$ cat src/rtl/tile_skew_feeder.sv
// Skews BRAM port-B rows into a diagonal per-lane stream for the systolic array and tracks tile completion.
// Optional macro SKEW_OUT_REG_EN adds one output register stage on sa_data, sa_valid and tile_done.
module tile_skew_feeder #(
  parameter int unsigned DATA_WIDTH    = 256,
  parameter int unsigned NUM_BITS      = 8,
  parameter int unsigned READ_LATENCY  = 1,
  parameter int unsigned ROW_CNT_WIDTH = 16
) (
  input  logic                                      clk,
  input  logic                                      rst,
  input  logic                                      bram_en,
  input  logic                                      fetch_done,
  input  logic [DATA_WIDTH-1:0]                     bram_dout,
  output logic [DATA_WIDTH-1:0]                     sa_data,
  output logic [DATA_WIDTH/NUM_BITS-1:0]            sa_valid,
  output logic                                      tile_done,
  output logic                                      busy,
  output logic [ROW_CNT_WIDTH-1:0]                  rows_in_tile
);

  localparam int unsigned LANES = DATA_WIDTH / NUM_BITS;
  localparam int unsigned CNT_W = $clog2(LANES);

  typedef enum logic [1:0] {S_IDLE, S_FEED, S_DRAIN} state_t;

  state_t             state, state_n;
  logic [CNT_W-1:0]   drain_cnt, drain_cnt_n;
  logic               pend, pend_n;

  logic [READ_LATENCY-1:0] en_sr, last_sr;
  logic                    in_valid, in_last;
  logic [LANES-1:0]        last_pipe;
  logic [LANES-1:0]        fin_valid, lane_pend;
  logic [DATA_WIDTH-1:0]   fin_data;
  logic                    after_last;
  logic                    out_pend;

  // Align enable/last with the BRAM read data; fetch_done only counts alongside a read
  always_ff @(posedge clk or posedge rst) begin
    if (rst) begin
      en_sr   <= '0;
      last_sr <= '0;
    end else begin
      en_sr[0]   <= bram_en;
      last_sr[0] <= bram_en & fetch_done;
      for (int i = 1; i < READ_LATENCY; i++) begin
        en_sr[i]   <= en_sr[i-1];
        last_sr[i] <= last_sr[i-1];
      end
    end
  end

  assign in_valid = en_sr[READ_LATENCY-1];
  assign in_last  = last_sr[READ_LATENCY-1];

  // Lane k: k+1 stage shift register, data zeroed at entry so invalid slots carry 0
  for (genvar k = 0; k < LANES; k++) begin : g_lane
    logic [k:0]          v;
    logic [NUM_BITS-1:0] d [k+1];

    always_ff @(posedge clk or posedge rst) begin
      if (rst) begin
        v <= '0;
        for (int j = 0; j <= k; j++) d[j] <= '0;
      end else begin
        v[0] <= in_valid;
        d[0] <= in_valid ? bram_dout[k*NUM_BITS +: NUM_BITS] : '0;
        for (int j = 1; j <= k; j++) begin
          v[j] <= v[j-1];
          d[j] <= d[j-1];
        end
      end
    end

    assign fin_valid[k]                     = v[k];
    assign fin_data[k*NUM_BITS +: NUM_BITS] = d[k];
    if (k == 0) begin : g_first
      assign lane_pend[k] = 1'b0;
    end else begin : g_rest
      assign lane_pend[k] = |v[k-1:0];
    end
  end

  // Last-row marker travels alongside the deepest lane
  always_ff @(posedge clk or posedge rst) begin
    if (rst) last_pipe <= '0;
    else     last_pipe <= {last_pipe[LANES-2:0], in_valid & in_last};
  end

`ifdef SKEW_OUT_REG_EN
  always_ff @(posedge clk or posedge rst) begin
    if (rst) begin
      sa_data   <= '0;
      sa_valid  <= '0;
      tile_done <= 1'b0;
    end else begin
      sa_data   <= fin_data;
      sa_valid  <= fin_valid;
      tile_done <= last_pipe[LANES-1];
    end
  end
  assign out_pend = |fin_valid;
`else
  assign sa_data   = fin_data;
  assign sa_valid  = fin_valid;
  assign tile_done = last_pipe[LANES-1];
  assign out_pend  = 1'b0;
`endif

  // Row counter restarts on the first row after a tile's last row
  always_ff @(posedge clk or posedge rst) begin
    if (rst) begin
      rows_in_tile <= '0;
      after_last   <= 1'b0;
    end else if (in_valid) begin
      if (after_last)              rows_in_tile <= ROW_CNT_WIDTH'(1);
      else if (rows_in_tile != '1) rows_in_tile <= rows_in_tile + ROW_CNT_WIDTH'(1);
      after_last <= in_last;
    end
  end

  always_ff @(posedge clk or posedge rst) begin
    if (rst) begin
      state     <= S_IDLE;
      drain_cnt <= '0;
      pend      <= 1'b0;
      busy      <= 1'b0;
    end else begin
      state     <= state_n;
      drain_cnt <= drain_cnt_n;
      pend      <= pend_n;
      busy      <= (state_n != S_IDLE) | in_valid | (|lane_pend) | out_pend;
    end
  end

  // A later tile's last row restarts the drain window so the FSM idles only after the final tile
  always_comb begin
    state_n     = state;
    drain_cnt_n = drain_cnt;
    pend_n      = pend;
    case (state)
      S_IDLE: begin
        if (in_valid && in_last) begin
          state_n     = S_DRAIN;
          drain_cnt_n = CNT_W'(LANES-1);
          pend_n      = 1'b0;
        end else if (in_valid) begin
          state_n = S_FEED;
        end
      end
      S_FEED: begin
        if (in_valid && in_last) begin
          state_n     = S_DRAIN;
          drain_cnt_n = CNT_W'(LANES-1);
          pend_n      = 1'b0;
        end
      end
      S_DRAIN: begin
        if (in_valid && in_last) begin
          drain_cnt_n = CNT_W'(LANES-1);
          pend_n      = 1'b0;
        end else if (drain_cnt == '0) begin
          state_n = (pend || in_valid) ? S_FEED : S_IDLE;
          pend_n  = 1'b0;
        end else begin
          drain_cnt_n = drain_cnt - CNT_W'(1);
          if (in_valid) pend_n = 1'b1;
        end
      end
      default: state_n = S_IDLE;
    endcase
  end

endmodule
$ cat config.mk
export PLATFORM = sky130hd
export DESIGN_NAME = tile_skew_feeder
export DESIGN_NICKNAME = d
export VERILOG_FILES = /design/src/rtl/tile_skew_feeder.sv
export SDC_FILE = /design/constraint.sdc
export NUM_CORES = 2
export LEC_CHECK = 0
export ABC_CLOCK_PERIOD_IN_PS = 205800
export CORE_MARGIN = 4
export CORE_UTILIZATION = 55
export CTS_CLUSTER_SIZE = 28
export DETAILED_ROUTE_END_ITERATION = 7
export PLACE_DENSITY = 0.74
export REMOVE_ABC_BUFFERS = 1
export SLEW_MARGIN = 15
export SYNTH_ARGS = -nofsm -noshare
export SYNTH_HDL_FRONTEND = slang
export SYNTH_SLANG_ARGS = --single-unit
$ cat constraint.sdc
create_clock -name clk -period 205.8 [get_ports clk]
set_input_delay 41.16 -clock clk [delete_from_list [all_inputs] [get_ports clk]]
set_output_delay 41.16 -clock clk [all_outputs]
set_load 0.02 [all_outputs]
# Word level (Yosys, flattened, before mapping)
# Index checks and enable logic that the tools add are counted.
[totals] regBits=4812 in_bits=260 out_inout_bits=306 elab_cells=643
[op_classes] n_addsub=2 eq_ne=6 muxes=50 bitwise_logic=4 reduce_logical=12
[ops] cell="$reduce_or A496 Y1" n=1
[ops] cell="$mux W8" n=32
[ops] cell="$mux W16" n=2
[ops] cell="$add A16 B1 Y16 const B" n=1
[ops] cell="$ne A16 B16 Y1 const B" n=1
[ops] cell="$mux W5" n=3
[ops] cell="$mux W2" n=5
[ops] cell="$pmux W5 S2" n=1
[ops] cell="$pmux W2 S3" n=1
[ops] cell="$reduce_and A3 Y1" n=2
[ops] cell="$reduce_bool A2 Y1" n=3
[ops] cell="$logic_not A5 Y1" n=1
[ops] cell="$mux W1" n=5
[ops] cell="$sub A5 B1 Y5 const B" n=1
[ops] cell="$ne A4 B4 Y1 const B" n=1
[ops] cell="$ne A3 B3 Y1 const B" n=1
[ops] cell="$and A1 B1 Y1" n=2
[ops] cell="$eq A2 B1 Y1 const B" n=1
[ops] cell="$eq A2 B2 Y1 const B" n=1
[ops] cell="$logic_not A2 Y1" n=1
[ops] cell="$ne A2 B1 Y1 const B" n=1
[ops] cell="$or A1 B1 Y1" n=2
[ops] cell="$pmux W1 S2" n=1
[ops] cell="$reduce_and A2 Y1" n=1
[ops] cell="3 further kinds" n=3

# Logic depth before layout (Yosys ltp)
[depth] ltp_word=8 ltp_mapped=6 mapped_depth_nobuf=6

# Worst setup path after synthesis
# OpenSTA, ideal clock, no wires.
[synth_path] path_kind="register to output" startpoint="register rows_in_tile[4]" endpoint="output port rows_in_tile[4]" arrival_ns=0.529 slack_ns=164.111 path_stages_with_launch=1 path_cell_list="dfrtp_1"
[synth_lines] element="start: declaration" line_no="18" rtl="output logic [ROW_CNT_WIDTH-1:0] rows_in_tile"
[synth_lines] element="start signal: assignment" line_no="117" rtl="else if (rows_in_tile != '1) rows_in_tile <= rows_in_tile + ROW_CNT_WIDTH'(1);"
# No word-level cell between the ends.

==> results.yml <==
logic_synthesis:
  synth_seq_area_share_pct: 96.0
  netlist_area_um2: 112000
  synth_top_area_share_pct: 96.0
  synth-edff-count: 0
  ys_ff_latch: 4316
  ys_warn_count: 0
  synth_xor_area_share_pct: 0
  synth_compound_area_share_pct: 0.260
  ys.flop_type: "dfrtp_1"
  syn_area_per_cell_um2: 22.6
  syn_inst: 4984
  synthDistinctLibCells: 48
  yosys.area_share.simple_pct: 1.83
  synthMuxAreaShare_pct: 0.0278
  synth_async_sr_flop_share_pct: 100
  synth_area_leaders: "dfrtp_1 96%, buf_4 1.7%, and2_1 1.4%"
  synth_adder_area_share_pct: 0.0334
  yosys.area.top_type: "dfrtp_1"
  synth_top_family_by_area: "simple AND/OR/NAND/NOR gates"
drt:
  via_per_inst: 4.63
  topRoutingLayerUsed: "met5"
  wl_met3_um: 10600
  post_drt_wl_per_cell_um: 22.4
  drt_wl_total_um: 194000
  drt-met1-wl_um: 68600
  wl_met2_um: 111000
  vias: 40300
  detail_route.iter0.violations: 2705
  ant_nets: 0
  drtPass1Iterations: 5
  drc: 0
timing:
  finalHoldViolations: 0
  tightest_slew_ns: 1.05
  slew_violations: 0
  setup_viol: 0
  max_freq_mhz: 21.5
  fin_crit_ns: 46.49
  fin_crit_sh_pct: 22.6
  rsz0062_at_grt: "false"
  finalSetupTns_ns: 0
  skew_ns: 0.0505
  max-slew-margin-rel_pct: 29.8
  holdWs_ns: 0.312
floorplan:
  core_area_um2: 203000
  die_w_um: 460
  ios: 566
  initial_utilization_pct: 55.5
  die_height_um: 460
  placementRows: 165
  dieArea_um2: 212000
place:
  numPlacedInstances: 7984
  dpl.hpwl_um: 91500
  gp_congestion: 0.750
  io_buffers: 565
clocking:
  cts_buffers: 405
  cts_setup_buffers: 0
  clock_latency_ns: 0.96
  tritoncts: "yes"
  root_buffer: "clkbuf_16"
  clk_pin_slew_ns: 0.07
  cts-htree-levels: 5
  cts_resized: 0
  cts.path.max_buffers: 4
  cts.sinks: 4316
  holdBufCountCts: 0
pwr:
  clkPwrFrac_pct: 44.1
  p_sw_uw: 356
  irDropWorstVdd_mv: 0.00833
  power.share.switching_pct: 21.0
  power.leakage_uw: 0.0656
  p_int_uw: 1340
  p_comb_share_pct: 2.3
  power_density_nw_per_um2: 12.7
  pwr-share-seq_pct: 53.6
grt:
  antenna_found_initial: 33
  first_global_vias: 49200
  grt.total_usage_pct: 19.4
  grt_pass1_wl_um: 305000
  globalRouteOverflowTotal: 0
  grt_max_degree: 222
final_layout:
  final_common_cell: "dfrtp_1"
  instances_no_fill: 8698
  syn2layout_area_growth_pct: 18.6
  final_nets: 5985
  layout_common_cells: "4,315 x dfrtp_1, 565 x clkdlybuf4s50_1, 409 x clkbuf_16"
  drive_gt1_share_pct: 11.3
setup_path:
  crit_type: "input port to asynchronous set/reset pin"
  crit_fanout: 177
  end_kind: "asynchronous set/reset pin"
  required_ns: 206.74
  worst_setup_path_start_kind: "input port"
  cp.arrival_ns: 47.44
job:
  drv_cap: 0
status:
  status: "completed"
min_path:
  hp-class: "flop to flop"
[flip-flops by register name, indices dropped and copies added (netlist names)]
register      cells
en_sr             1
sa_data         248
drain_cnt         5
state             2
busy              1
last_pipe        32
rows_in_tile     16
g_lane.v         32
pend              1
after_last        1
g_lane.d       3976
in_last           1
[through the flow]
stage          util [%]  power [µW]  setup slack (ns)  area (µm²)
3_5_place_dp       59.2         964            157.73      120000
6_report           65.8        1700            159.31      133000
5_1_grt            65.8        1770            158.34      133000
4_1_cts            65.7        1720            158.58      133000
2_1_floorplan         -         952             42.49      110000
3_3_place_gp       59.2         957            158.04      120000
[cell families after synthesis]
| logic type | after synthesis |
|---|---|
| buffers and inverters | 289 |
| multiplexers | 3 |
| AO/OA/AOI/OAI | 44 |
| AND/OR/NAND/NOR | 329 |
| adder cells (fa/ha/maj) | 3 |
| flip-flops | 4316 |
[synth_stat cells, types with 3 or more instances]
| cell | count |
|---|---|
| nand3_1 | 7 |
| buf_4 | 249 |
| nor2_1 | 8 |
| nand2b_1 | 3 |
| nand2_1 | 15 |
| nor3_1 | 4 |
| nor4_1 | 9 |
| a21oi_1 | 11 |
| dfrtp_1 | 4316 |
| a31oi_1 | 5 |
| inv_1 | 9 |
| o31ai_1 | 3 |
| clkbuf_1 | 30 |
| nand4_1 | 5 |
| ha_1 | 3 |
| and2_1 | 258 |
| o21ai_0 | 10 |
[critical path: stages]
cell	delay (ns)
clkdlybuf4s50_1	0.50
inv_8	0.63
buf_12	0.71
buf_6	0.71
buf_4	0.81
buf_12	0.61
buf_4	0.85
buf_4	0.86
[cell type report]
class,count,area [µm²]
diodes,11,27.5
clock buffers,576,11700
clock inverters,124,1560
fillers,12100,69400
inverters,9,41.3
multi-input cells,379,2420
flip-flops and latches,4316,108000
well taps,2672,3340
repair buffers,611,6210
[metal layers]
layer | global-route usage, % | up-vias
li1 | - | 16700
met1 | 22.4 | 22200
met2 | 35.6 | 941
met3 | 5.15 | 351
met4 | 5.48 | 30
met5 | 0 | -
[worst paths after layout]
check | from | end | slack (ns) | cells past startpoint
worst max-delay path | rst | g_lane[12].d[99] | 159.31 | 8
worst max register to register | en_sr | drain_cnt[4] | 203.03 | 5
worst min register to register | g_lane[24].d[171] | g_lane[24].d[163] | 0.31 | 0
min in group asynchronous | rst | sa_data[164] | 40.82 | 2
worst min-delay path | g_lane[24].d[171] | g_lane[24].d[163] | 0.31 | 0
max in group clk | rows_in_tile[3] | rows_in_tile[3] | 162.52 | 1
[power by group through the flow]
stage	combinational (µW)	sequential [µW]	clock [µW]
after detailed placement	40.0	924	0
after floorplan	16.1	936	0
after global routing	44.2	914	809
after CTS	40.9	912	772
final	39.4	910	748
after global placement	38.6	919	0
(Power assumes the default switching activity.)
